File: config.mk
export PLATFORM = sky130hd
export DESIGN_NAME = switch_debounce
export DESIGN_NICKNAME = d
export VERILOG_FILES = /design/src/rtl/switch_debounce.sv
export SDC_FILE = /design/constraint.sdc
export NUM_CORES = 1
export LEC_CHECK = 0
export ABC_AREA = 1
export BUFFER_PORTS_ARGS = -buffer_cell sky130_fd_sc_hd__buf_2
export CAP_MARGIN = 10
export CORE_AREA = 2 2 39 41
export DETAILED_ROUTE_END_ITERATION = 8
export DIE_AREA = 0 0 41 43
export GPL_TIMING_DRIVEN = 0
export SYNTH_ARGS = -nofsm -noshare
export SYNTH_HDL_FRONTEND = slang
export SYNTH_SLANG_ARGS = --single-unit
File: constraint.sdc
create_clock -name clk -period 1 [get_ports clk]
set_input_delay 0.2 -clock clk [delete_from_list [all_inputs] [get_ports clk]]
set_output_delay 0.2 -clock clk [all_outputs]
set_load 0.05 [all_outputs]
File: src/rtl/switch_debounce.sv
// switch_debounce -- per-channel switch debouncer.
//
// Each raw input bit is brought into the clk domain through a two-flop
// synchronizer. A per-channel counter then measures how long the
// synchronized level has disagreed with the debounced output. The output
// only adopts the new level after DEBOUNCE_CYCLES consecutive disagreeing
// edges.
//
// Optional feature: define SWITCH_DEBOUNCE_EDGE_EN to get registered
// one-cycle O_RISE / O_FALL pulses. Without the macro, both ports stay
// present but are tied to zero, and no edge registers are built.
//
// Reset (rst_n) is synchronous and active-low. It clears every register,
// including the synchronizer.

module switch_debounce #(
    parameter int NSWITCH         = 1,
    parameter int DEBOUNCE_CYCLES = 4
) (
    input  logic               clk,
    input  logic               rst_n,
    input  logic [NSWITCH-1:0] I,
    output logic [NSWITCH-1:0] O,
    output logic [NSWITCH-1:0] O_RISE,
    output logic [NSWITCH-1:0] O_FALL
);

    // The counter only ever reaches DEBOUNCE_CYCLES-1. This width also
    // covers DEBOUNCE_CYCLES itself, so the terminal value is always
    // representable.
    localparam int                CNT_W    = $clog2(DEBOUNCE_CYCLES + 1);
    localparam logic [CNT_W-1:0]  CNT_LAST = CNT_W'(DEBOUNCE_CYCLES - 1);

    logic [NSWITCH-1:0] s1_p0;
    logic [NSWITCH-1:0] s2_p1;
    logic [CNT_W-1:0]   cnt     [NSWITCH];
    logic [CNT_W-1:0]   cnt_d   [NSWITCH];
    logic [NSWITCH-1:0] differ;
    logic [NSWITCH-1:0] commit;

    // The next count follows three cases:
    //   - agreement clears the count;
    //   - reaching the terminal count clears it, because the output commits;
    //   - otherwise the count steps up by one.
    // Because the terminal value resets the count, the counter can never
    // pass CNT_LAST or wrap.
    function automatic logic [CNT_W-1:0] next_count(input logic             dis,
                                                    input logic [CNT_W-1:0] c);
        if (!dis || (c == CNT_LAST)) begin
            return '0;
        end
        return c + 1'b1;
    endfunction

    // The output commits on the edge that completes the required run of
    // disagreeing samples.
    function automatic logic commits(input logic             dis,
                                     input logic [CNT_W-1:0] c);
        return dis && (c == CNT_LAST);
    endfunction

    // Stage p0/p1: two-flop synchronizer for the asynchronous switch levels
    always_ff @(posedge clk) begin
        if (!rst_n) begin
            s1_p0 <= '0;
            s2_p1 <= '0;
        end else begin
            s1_p0 <= I;
            s2_p1 <= s1_p0;
        end
    end

    // Per-channel compare of the synchronized level against the debounced output
    always_comb begin
        differ = '0;
        commit = '0;
        for (int i = 0; i < NSWITCH; i++) begin
            cnt_d[i]  = '0;
            differ[i] = s2_p1[i] ^ O[i];
            commit[i] = commits(differ[i], cnt[i]);
            cnt_d[i]  = next_count(differ[i], cnt[i]);
        end
    end

    // Stage p2: stability counters and debounced output
    always_ff @(posedge clk) begin
        if (!rst_n) begin
            for (int i = 0; i < NSWITCH; i++) begin
                cnt[i] <= '0;
            end
            O <= '0;
        end else begin
            for (int i = 0; i < NSWITCH; i++) begin
                cnt[i] <= cnt_d[i];
            end
            O <= (O & ~commit) | (s2_p1 & commit);
        end
    end

`ifdef SWITCH_DEBOUNCE_EDGE_EN
    logic [NSWITCH-1:0] rise_p2;
    logic [NSWITCH-1:0] fall_p2;

    // Edge pulses are registered on the same edge as the O change, so they
    // line up with the new O value and last exactly one cycle.
    always_ff @(posedge clk) begin
        if (!rst_n) begin
            rise_p2 <= '0;
            fall_p2 <= '0;
        end else begin
            rise_p2 <= commit &  s2_p1;
            fall_p2 <= commit & ~s2_p1;
        end
    end

    assign O_RISE = rise_p2;
    assign O_FALL = fall_p2;
`else
    assign O_RISE = '0;
    assign O_FALL = '0;
`endif

endmodule

==> summary.txt <==
Logic synthesis
  • Post-synthesis register bit count: 6
  • Mapped Area: 243 um2
  • Synth Area per Inst: 8.37 um2
  • Seq/Total Area, Yosys: 49.5%
  • Synth cell count leaders: 6 x dfxtp_1, 6 x inv_1, 4 x nand2_1
  • Count of cell types in the netlist: 12
  • Yosys warns: 0
  • Most used DFF post-synth: dfxtp_1
  • Largest area contributor in the netlist: dfxtp_1
  • EDFF count, synth: 0
  • Cells after Synth: 29
  • Top cell type's share of synthesized area: 49.5%
  • Async SR Flop Fraction: 0%
  • Largest cells by area after synthesis: dfxtp_1 49%, ha_1 10%, inv_1 9.3%

CTS
  • Num CTS Buffers: 3
  • Clock sinks: 6
  • Root Driver: clkbuf_4
  • Longest Clk Path Bufs: 2
  • CTS tree: yes
  • # H-tree levels: 1
  • Clk_lat worst skew: roughly 0.24 ns
  • Reg clk slew, reported paths: approximately 0.05 ns

Cells and area
  • Layout cells sized above 1: 44.4%
  • Area growth, synth to finish: 42.3%
  • Final Core Density: between 20% and 30%
  • Antenna Cells: 0
  • Final std cells w/o fill: 52
  • NumNets Final: 43

Timing
  • Max Clk Rate: ~1000 MHz
  • Setup TNS: 0 ns
  • Fin. Hold Viols: 0
  • Post-layout min period: approximately 0.98 ns
  • Fin worst setup slack: 0.0195 ns
  • Clk_skew: 0.00267 ns
  • Period Utilization, post-route: 98.0%
  • RSZ-0062 raised after global routing: yes
  • # setup viols final: 0
  • Final max-slew violation count: 0
  • Hold Slack: 0.142 ns

Setup path
  • Crit-path max FO: 3
  • CP Launch Type: register
  • Slowest CP cell: dfxtp_2
  • CP cell instances: ha_4 -> ha_4 -> nor2_4 -> nand3_2 -> nor2_1
  • Req. time, crit path: 1.17 ns
  • Slowest stage delay, CP: ~0.33 ns
  • CP Capture Type: register
  • Most frequent cell on the critical path: ha_4
  • Crit path DAT: 1.15 ns
  • Critical path type: reg -> reg

Job
  • Number of max-cap violations: 0

Detailed routing
  • Detailed-route via count: 179
  • Total Wirelength: about 350 um
  • DRT iter0 DRCs: 0
  • DR vias/cell: approximately 3.4
  • TritonRoute pass-1 iters: 1
  • Routed Antenna Nets: 0
  • Wire per inst: 6.75 um
  • DRC violation count after routing: 0

GRT
  • First-pass GRT wire length: about 540 um
  • Grt total ovfl: 0
  • Number of global-route vias before repair: between 150 and 200
  • Overall Global Routing Usage: under 10%
  • Initial antenna violation count: 0
  • Pin count of the biggest net entering global routing: 5

Floorplan
  • Starting Density: 17.5%
  • Die ar.: 1760 um2
  • Die Y: 43 um
  • Die Width: 41 um
  • Row cnt: 14
  • Core Area: 1380 um2
  • Ports: 6

Hold path
  • HP Class: in -> reg

Power and ir drop
  • Max VDD drop: ~0.52 mV
  • Leakage power: 0.158 nW
  • Pwr dens: 1480 nW/um2

Placement
  • HPWL after DPL: roughly 260 um
  • Setup WS pre-CTS: -0.0937 ns
  • I/O Buffers: 3
  • Dpl cells: 49
  • RD Place Congestion: 0.688

Status
  • Status: finished, final reports clean
metrics by stage:
| step | total power, mW | area [um2] |
|---|---|---|
| floorplan | 0.283 | 248 |
| global placement | 0.289 | 283 |
| detailed placement | 0.290 | 283 |
| CTS | 0.519 | 323 |
| global route | 0.532 | 345 |
| finish | 0.510 | 345 |
power by group:
group          switching (mW)  internal [mW]  total, mW
clock                  0.0847          0.136      0.220
combinational          0.0274         0.0142     0.0416
sequential            0.00247          0.245      0.248
total                   0.115          0.395      0.510
timing repair:
| action | 4_1_cts | 5_1_grt |
|---|---|---|
| hold buffers | 0 | 0 |
| endpoints found under the setup margin | 5 | 5 |
| cloned | 0 | 0 |
| buffers inserted | 0 | 0 |
| pin swaps | 4 | 4 |
| gates resized for setup | 4 | 5 |
cell families (layout without fill, tap and decap cells):
family	Yosys count	in the layout	synth area share, %
and+or+nand+nor	9	9	17.5
buffers and inverters	9	15	17.0
DFF	6	6	49.5
adders and majority gates	2	2	10.3
AOI/OAI and AO/OA	2	2	4.12
other	1	2	1.54
path summary, 6_finish.rpt:
path	startpoint	to	slack [ns]	cells past startpoint
worst min-delay path	I	s1_p0	0.14	3
worst min register to register	s1_p0	s2_p1	0.41	2
worst max-delay path	cnt[0][0]	cnt[0][0]	0.02	5
worst max register to register	cnt[0][0]	cnt[0][0]	0.02	5
cell usage in the layout (no fill, tap or decap), drive strengths merged:
master	count
inv	7
dfxtp	6
buf	5
nand2	4
nor2	4
clkbuf	3
ha	2
conb	2
nand3	1
o21ai	1
a21oi	1
area by class of cell:
cell class / instances / area (um2)
Multi-Input combinational cell: 15 / 118
Timing Repair Buffer: 3 / 21.3
Sequential cell: 6 / 123
Inverter: 7 / 26.3
Fill cell: 150 / 1040
Buffer: 2 / 15.0
Clock buffer: 3 / 22.5
Tap cell: 16 / 20.0
critical path, delay by kind of cell (launching register included):
| family | cells | cell delay (ns) |
|---|---|---|
| adder cells (fa/ha/maj) | 2 | 0.32 |
| flip-flops | 1 | 0.33 |
| AND/OR/NAND/NOR | 3 | 0.26 |
per-layer routing:
metal / GRT usage (%) / wire [um]
met5: 0 / 0
met3: 3.14 / 23
met2: 6.56 / 181
met1: 4.56 / 146
met4: 6.00 / 0
(Power assumes the default switching activity.)
